File: config.mk
export PLATFORM = sky130hd
export DESIGN_NAME = clock_report_serializer
export DESIGN_NICKNAME = d
export VERILOG_FILES = /design/src/rtl/clock_report_pkg.sv /design/src/rtl/clock_report_serializer_crc8.sv /design/src/rtl/clock_report_serializer.sv
export SDC_FILE = /design/constraint.sdc
export NUM_CORES = 1
export LEC_CHECK = 0
export BUFFER_PORTS_ARGS = -buffer_cell sky130_fd_sc_hd__buf_2
export CORE_MARGIN = 4
export CORE_UTILIZATION = 50
export CTS_CLUSTER_SIZE = 40
export DETAILED_ROUTE_END_ITERATION = 7
export GPL_TIMING_DRIVEN = 0
export PLACE_DENSITY = 0.77
export SLEW_MARGIN = 20
export SYNTH_ARGS = -nofsm -noshare
export SYNTH_HDL_FRONTEND = slang
export SYNTH_SLANG_ARGS = --single-unit
export TNS_END_PERCENT = 10
File: constraint.sdc
create_clock -name clk_sys -period 10.2 [get_ports clk_sys]
set_input_delay 1.53 -clock clk_sys [delete_from_list [all_inputs] [get_ports clk_sys]]
set_output_delay 1.53 -clock clk_sys [all_outputs]
set_load 0.1 [all_outputs]
File: src/rtl/clock_report_pkg.sv
// Shared constants and types for the clock report serializer: frame layout,
// CRC parameters, flag bit positions, FSM states and the metric snapshot.
package clock_report_pkg;

  // Frame framing
  localparam logic [7:0] SYNC_BYTE = 8'hA5;
  localparam int         FRAME_LEN = 28;

  // CRC-8: init 0, MSB-first, no reflection, no final XOR
  localparam logic [7:0] CRC_POLY = 8'h07;
  localparam logic [7:0] CRC_INIT = 8'h00;

  // Byte positions within a frame
  localparam logic [4:0] IDX_SYNC          = 5'd0;
  localparam logic [4:0] IDX_SEQ           = 5'd1;
  localparam logic [4:0] IDX_FLAGS         = 5'd2;
  localparam logic [4:0] IDX_PAYLOAD_FIRST = 5'd3;
  localparam logic [4:0] IDX_PAYLOAD_LAST  = 5'd26;
  localparam logic [4:0] IDX_CRC           = 5'd27;

  // Bit positions inside the flags byte
  localparam int FLAG_SYS_VALID = 0;
  localparam int FLAG_REF_VALID = 1;
  localparam int FLAG_SYNCED    = 2;
  localparam int FLAG_OVERRUN   = 3;

  typedef enum logic {
    IDLE = 1'b0,
    SEND = 1'b1
  } state_e;

  // Field order matches the wire order of bytes 3..26, so the struct's
  // MSB is the first payload byte on the link.
  typedef struct packed {
    logic [31:0] sys_freq_measured;
    logic [15:0] sys_freq_deviation;
    logic [15:0] sys_stability;
    logic [7:0]  sys_fault_count;
    logic [31:0] ref_freq_measured;
    logic [15:0] ref_freq_deviation;
    logic [15:0] ref_stability;
    logic [7:0]  ref_fault_count;
    logic [31:0] freq_ratio;
    logic [15:0] phase_drift;
  } metrics_t;

  // Assemble the flags byte from the latched status bits.
  function automatic logic [7:0] pack_flags(input logic overrun,
                                            input logic synced,
                                            input logic ref_valid,
                                            input logic sys_valid);
    logic [7:0] f;
    f                 = '0;
    f[FLAG_OVERRUN]   = overrun;
    f[FLAG_SYNCED]    = synced;
    f[FLAG_REF_VALID] = ref_valid;
    f[FLAG_SYS_VALID] = sys_valid;
    return f;
  endfunction

endpackage

File: src/rtl/clock_report_serializer_crc8.sv
// Combinational one-byte CRC-8 step (MSB-first, polynomial from the package).
// Also used by the host-side receiver checker.
module crc8_byte_update
  import clock_report_pkg::*;
(
  input  logic [7:0] crc,
  input  logic [7:0] data,
  output logic [7:0] crc_next
);

  // Fold the data byte in, then shift out eight bits with conditional XOR.
  always_comb begin
    crc_next = crc ^ data;
    for (int i = 0; i < 8; i++) begin
      if (crc_next[7]) begin
        crc_next = {crc_next[6:0], 1'b0} ^ CRC_POLY;
      end else begin
        crc_next = {crc_next[6:0], 1'b0};
      end
    end
  end

endmodule

File: src/rtl/clock_report_serializer.sv
// Snapshots clock-monitor metrics on a report request and streams them as a
// 28-byte framed record (sync, seq, flags, payload, CRC-8) over valid/ready.
module clock_report_serializer
  import clock_report_pkg::*;
(
  input  logic        clk_sys,
  input  logic        rst,
  input  logic        enable,
  input  logic        report_req,
  input  logic [31:0] sys_freq_measured,
  input  logic [31:0] ref_freq_measured,
  input  logic [31:0] freq_ratio,
  input  logic [15:0] sys_freq_deviation,
  input  logic [15:0] sys_stability,
  input  logic [15:0] ref_freq_deviation,
  input  logic [15:0] ref_stability,
  input  logic [15:0] phase_drift,
  input  logic [7:0]  sys_fault_count,
  input  logic [7:0]  ref_fault_count,
  input  logic        sys_clock_valid,
  input  logic        ref_clock_valid,
  input  logic        clocks_synchronized,
  output logic [7:0]  tx_data,
  output logic        tx_valid,
  input  logic        tx_ready,
  output logic        tx_last,
  output logic        busy,
  output logic [7:0]  drop_count
);

  // Frame state
  state_e      state_q, state_d;
  logic [4:0]  idx_q, idx_d;
  logic [7:0]  crc_q, crc_d;
  logic [7:0]  seq_q, seq_d;
  logic [7:0]  flags_q, flags_d;
  metrics_t    snap_q, snap_d;

  // Request bookkeeping
  logic        overrun_q, overrun_d;
  logic [7:0]  drop_q, drop_d;

  // Registered outputs
  logic [7:0]  tx_data_q, tx_data_d;
  logic        tx_valid_q, tx_valid_d;
  logic        tx_last_q, tx_last_d;
  logic        busy_q, busy_d;

  // Handshake and request decode
  metrics_t    metrics_in;
  logic [7:0]  crc_upd;
  logic        hs;
  logic        final_hs;
  logic        req_en;
  logic        accept;
  logic        overrun_evt;
  logic [4:0]  payload_rel;

  assign metrics_in = '{
    sys_freq_measured:  sys_freq_measured,
    sys_freq_deviation: sys_freq_deviation,
    sys_stability:      sys_stability,
    sys_fault_count:    sys_fault_count,
    ref_freq_measured:  ref_freq_measured,
    ref_freq_deviation: ref_freq_deviation,
    ref_stability:      ref_stability,
    ref_fault_count:    ref_fault_count,
    freq_ratio:         freq_ratio,
    phase_drift:        phase_drift
  };

  // The CRC always folds in the byte currently presented on the link.
  crc8_byte_update u_crc (
    .crc      (crc_q),
    .data     (tx_data_q),
    .crc_next (crc_upd)
  );

  assign hs          = tx_valid_q & tx_ready;
  assign final_hs    = hs & (idx_q == IDX_CRC);
  assign req_en      = report_req & enable;
  // A new frame may start from IDLE or seamlessly on the last byte's handshake.
  assign accept      = req_en & ((state_q == IDLE) | final_hs);
  assign overrun_evt = req_en & (state_q == SEND) & ~final_hs;

  // Next frame state: index advance, CRC update, seq/overrun/drop counters, accept.
  always_comb begin
    // NOTE: every _d signal is defaulted to its _q first so no path leaves it unassigned (no latch).
    state_d   = state_q;
    idx_d     = idx_q;
    crc_d     = crc_q;
    seq_d     = seq_q;
    flags_d   = flags_q;
    snap_d    = snap_q;
    overrun_d = overrun_q;
    drop_d    = drop_q;

    if (hs && (idx_q >= IDX_SEQ) && (idx_q <= IDX_PAYLOAD_LAST)) begin
      crc_d = crc_upd;
    end

    if (hs) begin
      if (final_hs) begin
        seq_d   = seq_q + 8'd1;
        state_d = IDLE;
        idx_d   = IDX_SYNC;
      end else begin
        idx_d = idx_q + 5'd1;
      end
    end

    if (overrun_evt) begin
      overrun_d = 1'b1;
      if (drop_q != 8'hFF) begin
        drop_d = drop_q + 8'd1;
      end
    end

    // Accept overrides the end-of-frame return to IDLE for back-to-back frames.
    if (accept) begin
      snap_d    = metrics_in;
      flags_d   = pack_flags(overrun_q, clocks_synchronized,
                             ref_clock_valid, sys_clock_valid);
      overrun_d = 1'b0;
      idx_d     = IDX_SYNC;
      crc_d     = CRC_INIT;
      state_d   = SEND;
    end
  end

  // Output byte for the next cycle, selected from the next-state frame contents.
  always_comb begin
    tx_valid_d  = (state_d == SEND);
    busy_d      = (state_d == SEND);
    tx_last_d   = (state_d == SEND) && (idx_d == IDX_CRC);
    payload_rel = IDX_PAYLOAD_LAST - idx_d;
    tx_data_d   = '0;
    if (state_d == SEND) begin
      case (idx_d)
        IDX_SYNC:  tx_data_d = SYNC_BYTE;
        IDX_SEQ:   tx_data_d = seq_d;
        IDX_FLAGS: tx_data_d = flags_d;
        IDX_CRC:   tx_data_d = crc_d;
        default:   tx_data_d = 8'(snap_d >> {payload_rel, 3'b000});
      endcase
    end
  end

  // Single state register for the FSM, counters, snapshot and outputs.
  always_ff @(posedge clk_sys or posedge rst) begin
    if (rst) begin
      state_q    <= IDLE;
      idx_q      <= IDX_SYNC;
      crc_q      <= CRC_INIT;
      seq_q      <= '0;
      flags_q    <= '0;
      // NOTE: the snapshot is ordinary flops, not a RAM, so it is reset with everything else.
      snap_q     <= '0;
      overrun_q  <= 1'b0;
      drop_q     <= '0;
      tx_data_q  <= '0;
      tx_valid_q <= 1'b0;
      tx_last_q  <= 1'b0;
      busy_q     <= 1'b0;
    end else begin
      // NOTE: non-blocking assignments keep every flop sampling pre-edge values.
      state_q    <= state_d;
      idx_q      <= idx_d;
      crc_q      <= crc_d;
      seq_q      <= seq_d;
      flags_q    <= flags_d;
      snap_q     <= snap_d;
      overrun_q  <= overrun_d;
      drop_q     <= drop_d;
      tx_data_q  <= tx_data_d;
      tx_valid_q <= tx_valid_d;
      tx_last_q  <= tx_last_d;
      busy_q     <= busy_d;
    end
  end

  assign tx_data    = tx_data_q;
  assign tx_valid   = tx_valid_q;
  assign tx_last    = tx_last_q;
  assign busy       = busy_q;
  assign drop_count = drop_q;

endmodule

# Word level (Yosys, flattened, before mapping)
# Cells that the tools add are included.
# classes
addsub	4
n_lt_le_gt_ge	2
n_eq_ne	5
shift	1
n_mux	24
bitwise	18
reduce_logical	6
# op_table
cell	n
$mux 192	1
$shr 192x8->8	1
$mux 8	6
$pmux 8 s4	1
$mux 3	8
$not 3->3	8
$add 8x1->8 const B	2
$mux 5	3
$eq 5x5->1 const B	2
$ne 8x8->1 const B	1
$xor 8x8->8	1
$and 1x1->1	6
$add 5x1->5 const B	1
$eq 5x1->1 const B	1
$eq 5x2->1 const B	1
$ge 5x1->1 const B	1
$le 5x5->1 const B	1
$logic_not 5->1	1
$mux 1	5
$sub 5x5->5 const A	1
$logic_and 1x1->1	3
$not 1->1	2
$reduce_and 2->1	1
$reduce_bool 2->1	1
$or 1x1->1	1
# totals
ff_bits	240
out_inout_bits	19
word_cells	79

# Depth between registers and ports, before layout
# depth
depth_word	21
ltp_mapped	14
depth_no_buf	10

# Cells and area by module
# From an unflattened synthesis, not the netlist that was laid out.
# hier_totals
hier_cells	1312
area_unflattened_um2	12092.8
# modules_own_cells
mod	n_inst	cells_each	area_each_um2
clock_report_serializer	1	1291	11908.9
crc8_byte_update	1	21	183.9

# Worst setup path before layout
# Ideal clock, no wire load.
# synth_path
path_kind	input port to flip-flop
start	input tx_ready
end	register tx_data_q[1], in the netlist tx_data[1]
setup_ps	136
arrival_ps	3632
required_time_ps	10064
setup_slack_ps	6432
path_stages	12
n_path_buf	5
cell_sequence	buf_4 nand4_2 or2_1 buf_6 a211o_1 and2_1 buf_6 buf_6 buf_2 or3_1 a21oi_1 o32ai_1
# synth_between
elab_chain_len	9
elab_cells_between_ends	26
cone_classes	add/sub (1); eq/ne (3); shift (1); mux (14); bitwise (4); reduce/logical (3)
# synth_lines
element	line_no	rtl
start, declared	clock_report_serializer.sv:25	input logic tx_ready,
$and 1x1->1 (*)	clock_report_serializer.sv:79	assign hs = tx_valid_q & tx_ready;
$and 1x1->1	clock_report_serializer.sv:80	assign final_hs = hs & (idx_q == IDX_CRC);
$mux 5 or $or 1x1->1 (tied branches)	clock_report_serializer.sv:103, clock_report_serializer.sv:83	
$mux 5 or $and 1x1->1 (tied branches)	clock_report_serializer.sv:102, clock_report_serializer.sv:83	
$mux 5	clock_report_serializer.sv:120	if (accept) begin
$sub 5x5->5	clock_report_serializer.sv:136	payload_rel = IDX_PAYLOAD_LAST - idx_d;
$shr 192x8->8	clock_report_serializer.sv:144	default: tx_data_d = 8'(snap_d >> {payload_rel, 3'b000});
$pmux 8 s4	clock_report_serializer.sv:139	case (idx_d)
$mux 8 (*)	clock_report_serializer.sv:138	if (state_d == SEND) begin
net tx_data_d[1]	clock_report_serializer.sv:44	logic [7:0] tx_data_q, tx_data_d;
end signal, assigned	clock_report_serializer.sv:175	tx_data_q <= tx_data_d;
end, declared	clock_report_serializer.sv:44	
# Mark *: on every way through the listed nets, which the timed path passes. The rest lies on a longest branch.
# A chain may end at the register's enable or synchronous reset.

# Worst setup path after layout
# Ends and elaborated chain as after synthesis.

==> reports/qor.txt <==
IO Port Bufs: 218
CTS Sinks: 240
Netlist Area Pre-Place: 0.0117 sq mm
synth-to-layout area growth: 19.9%
hold path depth: 2
cell taking the most area after synthesis: dfrtp_1
RSZ-0062 raised after global routing: no
ANT nets after route: 0
grt met1 use: 0.375
max cap viols: 0
I/O pin count: 219
Power, Total: 4.88 mW
Syn Inst Count: 1195
Syn Area/Cell: 9.80 sq um
clock root cell: clkbuf_16
die area: 0.0259 sq mm
pin count of the biggest net entering global routing: 107
hold_sp: snap_q[48]
Hold Crit Class: reg2reg
CP startpoint kind: input port
post-synthesis sequential area ratio: 0.513
critical path type: in2reg
Worst setup EP type: flop
Leakage: 7.15 nW
Die H: 161 microns
Power Density: 348 mW/mm^2
GP Congestion: 0.947
DRT iter0 DRCs: 766
FF-to-FF path depth: 11
layout cell share with drive strength beyond 1: 0.283
Main synth FF type: dfrtp_1
Setup WS post-layout: 5740 ps
status: complete, no violations
Congestion Overflow GR: 0
most frequent cells in the layout: nand2_1 (420), buf_2 (253), dfrtp_1 (240)
Via density: 5.56
post-synthesis cell type count: 72
starting density of the core: 0.512
H-tree depth: 1
Post-synth EDFFs: 0
commonest non-fill, non-tap cell in the layout: nand2_1
Final nets: 1647
Worst-path clk slew: 60 ps
fmax: 224 MHz
peak supply drop: 209 uV
WL final: 36100 microns
Tightest Pin Transition: 1150 ps
met3 Use GR: 0.0612
CTS tree: yes
synthesized flop and latch total: 240
final clock skew: 24.6 ps
GRT Util Overall: 0.273
Final Hold Fails: 0
max_slew headroom: 0.228
YS warnings: 0
grt met2 use: 0.434
CP arrival: 4800 ps
die width: 161 microns
min Tclk post-route: 4460 ps
multi-input logic area: 0.00529 sq mm
vias in the first global route: 9961
initial antenna violation count: 2
Resized Gates After CTS: 0
number of iterations in the first detailed-routing pass: 5
via count: 9855
Final Max Slew Viols: 0
Rows: 55
hold buffers post-CTS: 0
Yosys top cell area share: 0.513
syn_nets: 1400
asr flop ratio synth: 1.00
detailed-route DRC error count: 0
Inserted Clock Buffers: 25
Skew-Pair Late Insertion Delay: 530 ps
critical path required time: 10540 ps
setup bufs post-CTS: 0
CORE AREA: 0.0228 sq mm
Post-DP HPWL: 26900 microns
Routed wire per std cell: 20.4 microns
clock buffer depth: 3
Critical path origin: tx_ready
Top Usage Layer GRT: met2
Final period util: 0.437
fillcell total: 1965
Area contributors post-synth: dfrtp_1 (51%), nand2_1 (13%), mux2_2 (7.9%)
pre-CTS setup slack: 5280 ps
endpoints failing setup: 0
first-pass GRT wire length: 55300 microns
Worst R2R Start: idx_q[0]
register area: 0.00601 sq mm
Worst Path Max Fanout: 10
==> cells in the mapped netlist, drive strengths merged (9+ instances only) <==
master  number
nand2      420
dfrtp      240
mux2        82
buf         55
nor2        55
mux2i       50
xnor2       31
a21oi       30
nor3        21
nand3       15
o22ai       12
clkbuf      11
nand4       11
xor2        11
a211oi      10
o21ai       10
inv          9
==> power breakdown <==
| part | leakage (nW) | switching (mW) | internal, mW | total [mW] |
|---|---|---|---|---|
| logic | 3.73 | 1.58 | 0.911 | 2.49 |
| registers | 3.04 | 0.173 | 1.35 | 1.52 |
| clock network | 0.381 | 0.368 | 0.510 | 0.878 |
==> registers in the layout, indices dropped and copies added (netlist names) <==
name,count
idx_q,5
drop_count,8
crc_q,8
tx_last,1
flags_q,8
busy,1
overrun_q,1
seq_q,8
tx_data,8
snap_q,192
==> routing by layer <==
metal	vias to the layer above	routed length, microns
met5	-	31
met4	4	1310
met3	89	3160
met2	483	16500
met1	4738	15100
li1	4541	-
==> worst max-delay path: stages <==
cell	delay [ps]
buf_2	110
buf_4	170
a32o_1	340
a221oi_4	440
buf_2	290
buf_1	700
mux2i_1	590
a21oi_1	140
o211ai_1	280
o32ai_1	200
==> through the flow <==
stage	instances	area, sq um	hold WS (ps)	utilization	setup TNS (ps)
floorplan	1195	11700	429	-	0
global placement	1726	13200	441	0.577	-102360
detailed placement	1728	13300	448	0.580	0
CTS	1769	14000	462	0.614	0
global route	1769	14000	484	0.614	0
finish	1771	14000	459	0.614	0
==> final cells by class <==
class                      count  area share
clock inverter                 6     0.00464
inverter                      11     0.00348
antenna                        2    0.000357
buffer                        66      0.0264
timing repair buffer         220      0.0817
clock buffer                  35      0.0508
multi-input combinational    878       0.377
tap                          313      0.0279
sequential                   240       0.428
==> cell families (layout without fill, tap and decap cells) <==
logic type               count (synthesis)  in the layout  synth area share
flip-flops                             240            240             0.513
AND/OR/NAND/NOR                        560            560             0.200
multiplexers                           136            136             0.130
buffers and inverters                   77            338            0.0352
adder cells (fa/ha/maj)                  5              5           0.00534
other                                    0              2                 0
AO/OA/AOI/OAI                          135            135            0.0856
XOR/XNOR                                42             42            0.0314
==> final timing paths <==
path,endpoint,slack [ps]
min,snap_q[48],460
max reg2reg,tx_data[1],5930
max in group asynchronous,snap_q[171],8400
min in group asynchronous,snap_q[0],970
min reg2reg,snap_q[48],460
max,tx_data[1],5740
Note: power is estimated with default switching activity, not from simulation.
